$ cat src/rtl/mac_pkg.sv
// Shared definitions for the streaming multiply-accumulate block: width defaults,
// operand mode encoding and the per-term overflow detector.
package mac_pkg;

    localparam int A_W_DEF   = 8;
    localparam int B_W_DEF   = 8;
    localparam int ACC_W_DEF = 17;
    localparam int CNT_W_DEF = 8;

    localparam logic MODE_UNSIGNED = 1'b0;
    localparam logic MODE_SIGNED   = 1'b1;

    // Overflow of acc + ext from the three MSBs alone: sign flip in signed mode,
    // carry out of the top bit in unsigned mode.
    function automatic logic term_ovf(input logic mode, input logic acc_msb,
                                      input logic ext_msb, input logic sum_msb);
        if (mode == MODE_SIGNED)
            return (acc_msb == ext_msb) && (sum_msb != acc_msb);
        return (acc_msb & ext_msb) | ((acc_msb | ext_msb) & ~sum_msb);
    endfunction

endpackage

$ cat src/rtl/mac_mult_stage.sv
// Multiply stage P: registers the full-width product with its last/mode flags and
// owns the stall decision for the whole pipe.
module mac_mult_stage
    import mac_pkg::*;
#(
    parameter int A_W = A_W_DEF,
    parameter int B_W = B_W_DEF
) (
    input  logic               clk,
    input  logic               reset,
    input  logic               clear,
    input  logic               signed_mode,
    input  logic               in_valid,
    output logic               in_ready,
    input  logic [A_W-1:0]     in_a,
    input  logic [B_W-1:0]     in_b,
    input  logic               in_last,
    input  logic               res_valid,
    input  logic               res_ready,
    output logic               vld_p0,
    output logic               last_p0,
    output logic               mode_p0,
    output logic [A_W+B_W-1:0] prod_p0,
    output logic               adv_p0
);

    localparam int P_W = A_W + B_W;

    logic [P_W-1:0] a_ext;
    logic [P_W-1:0] b_ext;
    logic [P_W-1:0] prod;
    logic           is_signed;

    // Extending both operands to the product width lets one multiplier serve both
    // modes: the low P_W bits of the product are exact either way.
    assign is_signed = (signed_mode == MODE_SIGNED);
    assign a_ext     = {{B_W{is_signed & in_a[A_W-1]}}, in_a};
    assign b_ext     = {{A_W{is_signed & in_b[B_W-1]}}, in_b};
    assign prod      = a_ext * b_ext;

    assign adv_p0   = vld_p0 && !(last_p0 && res_valid && !res_ready);
    assign in_ready = !clear && (!vld_p0 || adv_p0);

    // Stage P register
    always_ff @(posedge clk or negedge reset) begin
        if (!reset) begin
            vld_p0  <= 1'b0;
            last_p0 <= 1'b0;
            mode_p0 <= MODE_UNSIGNED;
            prod_p0 <= '0;
        end else if (clear) begin
            vld_p0 <= 1'b0;
        end else if (!vld_p0 || adv_p0) begin
            vld_p0 <= in_valid;
            if (in_valid) begin
                prod_p0 <= prod;
                last_p0 <= in_last;
                mode_p0 <= signed_mode;
            end
        end
    end

endmodule

$ cat src/rtl/mac_accum_stream.sv
// Streaming multiply-accumulate: frames of operand pairs in, one registered sum per
// frame out. Define MAC_SAT_EN to saturate the accumulator on overflow instead of wrapping.
module mac_accum_stream
    import mac_pkg::*;
#(
    parameter int A_W   = A_W_DEF,
    parameter int B_W   = B_W_DEF,
    parameter int ACC_W = ACC_W_DEF,
    parameter int CNT_W = CNT_W_DEF
) (
    input  logic             clk,
    input  logic             reset,
    input  logic             clear,
    input  logic             signed_mode,
    input  logic             in_valid,
    output logic             in_ready,
    input  logic [A_W-1:0]   in_a,
    input  logic [B_W-1:0]   in_b,
    input  logic             in_last,
    output logic             out_valid,
    input  logic             out_ready,
    output logic [ACC_W-1:0] out_result,
    output logic [CNT_W-1:0] out_count,
    output logic             out_ovf
);

    localparam int P_W = A_W + B_W;

    generate
        if (ACC_W < P_W) begin : g_width_check
            $error("mac_accum_stream: ACC_W must be at least A_W+B_W");
        end
    endgenerate

    logic           vld_p0;
    logic           last_p0;
    logic           mode_p0;
    logic           adv_p0;
    logic [P_W-1:0] prod_p0;

    mac_mult_stage #(
        .A_W(A_W),
        .B_W(B_W)
    ) u_mult (
        .clk        (clk),
        .reset      (reset),
        .clear      (clear),
        .signed_mode(signed_mode),
        .in_valid   (in_valid),
        .in_ready   (in_ready),
        .in_a       (in_a),
        .in_b       (in_b),
        .in_last    (in_last),
        .res_valid  (out_valid),
        .res_ready  (out_ready),
        .vld_p0     (vld_p0),
        .last_p0    (last_p0),
        .mode_p0    (mode_p0),
        .prod_p0    (prod_p0),
        .adv_p0     (adv_p0)
    );

    function automatic logic [ACC_W-1:0] extend(input logic [P_W-1:0] p, input logic mode);
        logic [ACC_W-1:0] r;
        r          = {ACC_W{(mode == MODE_SIGNED) & p[P_W-1]}};
        r[P_W-1:0] = p;
        return r;
    endfunction

`ifdef MAC_SAT_EN
    // A signed overflow always moves toward the sign of the incoming term.
    function automatic logic [ACC_W-1:0] sat_value(input logic mode, input logic neg);
        if (mode == MODE_SIGNED)
            return neg ? {1'b1, {(ACC_W-1){1'b0}}} : {1'b0, {(ACC_W-1){1'b1}}};
        return {ACC_W{1'b1}};
    endfunction
`endif

    logic [ACC_W-1:0] acc_p1;
    logic [CNT_W-1:0] cnt_p1;
    logic             ovf_p1;
    logic [ACC_W-1:0] ext_p0;
    logic [ACC_W-1:0] sum_p0;
    logic [ACC_W-1:0] res_p0;
    logic [CNT_W-1:0] cnt_inc_p0;
    logic             term_ovf_p0;
    logic             load_p0;

    assign ext_p0      = extend(prod_p0, mode_p0);
    assign sum_p0      = acc_p1 + ext_p0;
    assign term_ovf_p0 = term_ovf(mode_p0, acc_p1[ACC_W-1], ext_p0[ACC_W-1], sum_p0[ACC_W-1]);
    assign cnt_inc_p0  = (cnt_p1 == {CNT_W{1'b1}}) ? cnt_p1 : cnt_p1 + CNT_W'(1);
    assign load_p0     = adv_p0 && last_p0 && !clear;

`ifdef MAC_SAT_EN
    assign res_p0 = term_ovf_p0 ? sat_value(mode_p0, ext_p0[ACC_W-1]) : sum_p0;
`else
    assign res_p0 = sum_p0;
`endif

    // Stage A: accumulator and output register
    always_ff @(posedge clk or negedge reset) begin
        if (!reset) begin
            acc_p1     <= '0;
            cnt_p1     <= '0;
            ovf_p1     <= 1'b0;
            out_valid  <= 1'b0;
            out_result <= '0;
            out_count  <= '0;
            out_ovf    <= 1'b0;
        end else begin
            if (clear) begin
                acc_p1 <= '0;
                cnt_p1 <= '0;
                ovf_p1 <= 1'b0;
            end else if (adv_p0) begin
                if (last_p0) begin
                    acc_p1 <= '0;
                    cnt_p1 <= '0;
                    ovf_p1 <= 1'b0;
                end else begin
                    acc_p1 <= res_p0;
                    cnt_p1 <= cnt_inc_p0;
                    ovf_p1 <= ovf_p1 | term_ovf_p0;
                end
            end

            // A pending result survives clear; only a fresh load may replace it.
            if (load_p0) begin
                out_valid  <= 1'b1;
                out_result <= res_p0;
                out_count  <= cnt_inc_p0;
                out_ovf    <= ovf_p1 | term_ovf_p0;
            end else if (out_ready) begin
                out_valid <= 1'b0;
            end
        end
    end

endmodule

$ cat config.mk
export PLATFORM = sky130hd
export DESIGN_NAME = mac_accum_stream
export DESIGN_NICKNAME = d
export VERILOG_FILES = /design/src/rtl/mac_pkg.sv /design/src/rtl/mac_mult_stage.sv /design/src/rtl/mac_accum_stream.sv
export SDC_FILE = /design/constraint.sdc
export NUM_CORES = 1
export LEC_CHECK = 0
export ABC_AREA = 1
export CAP_MARGIN = 20
export CORE_MARGIN = 3
export CORE_UTILIZATION = 60
export DETAILED_ROUTE_END_ITERATION = 12
export MAX_ROUTING_LAYER = met4
export PLACE_DENSITY_LB_ADDON = 0.2
export SETUP_SLACK_MARGIN = 0.3
export SYNTH_ARGS = -nofsm -noshare
export SYNTH_HDL_FRONTEND = slang
export SYNTH_SLANG_ARGS = --single-unit
$ cat constraint.sdc
create_clock -name clk -period 3.1 [get_ports clk]
set_input_delay 0.465 -clock clk [delete_from_list [all_inputs] [get_ports clk]]
set_output_delay 0.465 -clock clk [all_outputs]
set_load 0.005 [all_outputs]
==> flow_metrics.py <==
metrics = {
    "outcome": {
        "status": "complete, but fails checks",
        "violations": "setup timing",
    },
    "layout": {
        "area_growth_pct": 29.8,
        "fin_nets": 1125,
        "final_cell_mix": "nand2_1 (226), inv_1 (148), dfrtp_1 (72), buf_4 (67), fa_1 (58)",
        "antenna_cells": 0,
        "finish.utilization_pct": 80.6,
        "drive_above_1_share_pct": 23.4,
        "layout_commonest_cell": "nand2_1",
    },
    "power_and_ir_drop": {
        "ir_worst_vdd_uv": 512,
        "power_density_nw_per_um2": 793,
        "p_leak_nw": 4.70,
        "power_mw": 6.99,
    },
    "grt": {
        "antenna_found_initial": 0,
        "grt_usage_pct": 29.7,
        "grt_pass1_wl_mm": 29.5,
        "grt_pass1_vias": 6503,
        "overflow": 0,
        "grt_max_degree": 43,
    },
    "yosys": {
        "synth_mux_area_share_pct": 0,
        "synth_top_family_by_area": "adder cells",
        "ys_ff_latch": 72,
        "yosysSeqAreaShare_pct": 26.5,
        "synthTopCellsByArea": "dfrtp_1 (27%), fa_1 (19%), nand2_1 (13%)",
        "yosysTopAreaCellShare_pct": 26.5,
        "synth-simple-area-share_pct": 23.4,
        "yosysUniqueCellTypes": 40,
        "synth.avg_cell_area_um2": 7.82,
        "synth_xor_area_share_pct": 1.92,
        "syn-instance-count": 868,
        "syn-num-nets": 1007,
        "syn_area_um2": 6790,
        "post-synth-top-area-cell": "dfrtp_1",
        "synth-warning-count": 0,
        "synth_fa_ha_area_share_pct": 28.6,
        "synth-compound-area-share_pct": 7.79,
    },
    "placement": {
        "hpwlAfterDp_mm": 13.4,
        "gp_congestion": 0.948,
        "io_buffers": 50,
    },
    "clocking": {
        "cts_tree": "done",
        "cts_num_sinks": 72,
        "cts_buffers": 9,
        "clock-root-buffer": "clkbuf_16",
        "path_clk_slew_ns": 0.06,
        "max-clock-path-buffers": 2,
        "clk-insertion-delay-late_ns": 0.33,
        "htree_num_levels": 3,
    },
    "floorplanning": {
        "die_area_um2": 12600,
        "coreArea_um2": 10900,
        "initial_core_util_pct": 62.1,
        "ios": 51,
        "fp.dieW_um": 112,
        "fp.dieH_um": 112,
        "rows": 38,
    },
    "sta": {
        "fin_crit_sh_pct": 138,
        "drv_slew": 0,
        "max_slew.worst_pin.slew_ns": 0.798,
        "skew_ns": 0.00610,
        "setup_viol": 10,
        "hold_viol": 0,
        "post-route-worst-setup-slack_ns": -1.18,
        "max_freq_ghz": 0.234,
        "rsz0062_at_grt": "true",
        "finalCriticalPeriod_ns": 4.28,
        "slew_headroom_pct": 46.8,
        "setup-tns-final_ns": -9.67,
    },
    "worst_setup_path": {
        "worst_path_most_repeated_cell": "fa_1",
        "cp_slowest_cell": "fa_1",
        "cp.depth": 20,
        "startpoint_type": "input port",
        "r2r_cells": 13,
        "path_max_fanout": 6,
        "timing.rr.start": "u_mult.prod_p0[0]",
        "crit_chain": "buf_8 > buf_6 > nand2_8 > or2_4 > fa_1 > fa_1 > inv_2 > fa_1 > fa_1 > inv_2 > fa_1 > inv_2 > ha_4 > nand2_1 > nor2_1 > o21ai_1 > nand3_1 > nand2_1 > nand3_1 > nand2_1",
        "path_delay_family": "adder cells",
        "worstPathArrival_ns": 4.49,
        "worstPathRequired_ns": 3.32,
        "path_class": "in2reg",
        "critPathMaxStageDelay_ns": 0.54,
        "ff2ff_setup_slack_ns": 0.45,
        "end_kind": "flop",
        "cp_num_buf_inv": 5,
        "reg2reg_to": "out_ovf",
    },
    "routing": {
        "drtIter0Drc": 450,
        "ant_nets": 0,
        "wl_met2_mm": 9.38,
        "drc_errors": 0,
        "detail_route.vias_per_cell": 5.27,
        "wl_met3_um": 451,
        "first_pass_iters": 5,
        "vias": 5966,
        "met1_length_mm": 6.80,
        "wl_per_cell_um": 15.3,
        "maxUsedRoutingLayer": "met4",
        "wl_mm": 17.3,
    },
    "min_path": {
        "hold_path_class": "in2async",
    },
    "run": {
        "cap_violations": 0,
    },
}
-- worst register-to-register path, cell delays in order (launching register included) --
cell and delay (ns):
dfrtp_1 0.40, ha_2 0.20, fa_2 0.34, nand3_1 0.10
nand3_2 0.09, nand2_1 0.08, nand2_2 0.08, nand3_2 0.07
o2111ai_2 0.13, fa_1 0.50, inv_1 0.10, a21oi_1 0.08
a221oi_2 0.27, o21ai_1 0.09
-- what timing repair did --
item / 4_1_cts / 5_1_grt
setup buffers: 13 / 7
gates cloned: 0 / 0
hold buffers: 0 / 0
setup endpoints to repair: 14 / 14
pin swaps: 37 / 42
gates resized for setup: 120 / 55
-- power breakdown --
part,total (mW),leakage [nW],internal [mW],switching (mW)
Combinational,4.61,3.61,2.19,2.41
Sequential,1.33,0.939,1.17,0.158
Clock,1.05,0.149,0.668,0.385
-- area by class of cell --
type                            instances  area (um^2)
Timing Repair Buffer                  134         1190
Sequential cell                        72         1800
Inverter                              173          656
Clock inverter                          4         51.3
Clock buffer                           12          256
Tap cell                              140          175
Fill cell                             713         2120
Multi-Input combinational cell        596         4690
-- state kept, by name, indices dropped and copies added (netlist names) --
name	flops
cnt_p1	8
ovf_p1	1
u_mult.last_p0	1
out_valid	1
out_result	17
u_mult.mode_p0	1
acc_p1	17
u_mult.vld_p0	1
out_count	8
out_ovf	1
u_mult.prod_p0	16
-- logic make-up after synthesis --
| kind of cell | after synthesis |
|---|---|
| AO/OA/AOI/OAI | 97 |
| AND/OR/NAND/NOR | 369 |
| adder cells (fa/ha/maj) | 116 |
| flip-flops | 72 |
| buffers and inverters | 200 |
| XOR/XNOR | 14 |
-- through the flow --
stage                     cells  hold WS, ns  cell area [um^2]  worst slack, ns
final                      1131        0.217              8810            -1.18
after global routing       1131        0.287              8810            -1.37
after CTS                  1124        0.239              8540            -1.29
after detailed placement   1095        0.469              7970            -2.13
after global placement     1095        0.464              7970            -2.02
after floorplan             868        0.169              7090            -1.27
-- how the worst max path moves through the flow --
stage / slack [ns] / startpoint / to
finish: -1.18 / signed_mode / u_mult.prod_p0[14]
detailed placement: -2.13 / signed_mode / u_mult.prod_p0[15]
floorplan: -1.27 / in_b[0] / u_mult.prod_p0[11]
CTS: -1.29 / signed_mode / u_mult.prod_p0[15]
global route: -1.37 / signed_mode / u_mult.prod_p0[15]
global placement: -2.02 / signed_mode / u_mult.prod_p0[15]
-- metal layers --
layer	GRT usage (%)	vias to the layer above
li1	-	2902
met1	33.1	2860
met2	53.5	148
met3	3.07	56
met4	13.5	0
met5	-	-
-- synthesized netlist by cell type, drive strengths merged --
cell / count
a31oi: 7
a21boi: 1
nor3: 4
inv: 173
a21oi: 28
a21o: 1
o2111ai: 1
fa: 65
dfrtp: 72
xor2: 10
clkbuf: 13
o22ai: 3
nand3b: 12
ha: 51
nand2: 248
o21ai: 53
buf: 14
or2: 6
a221oi: 1
xnor2: 4
o21bai: 2
nand4: 3
nand3: 43
nor2: 53
No activity file was read; power rests on OpenSTA's default activity.
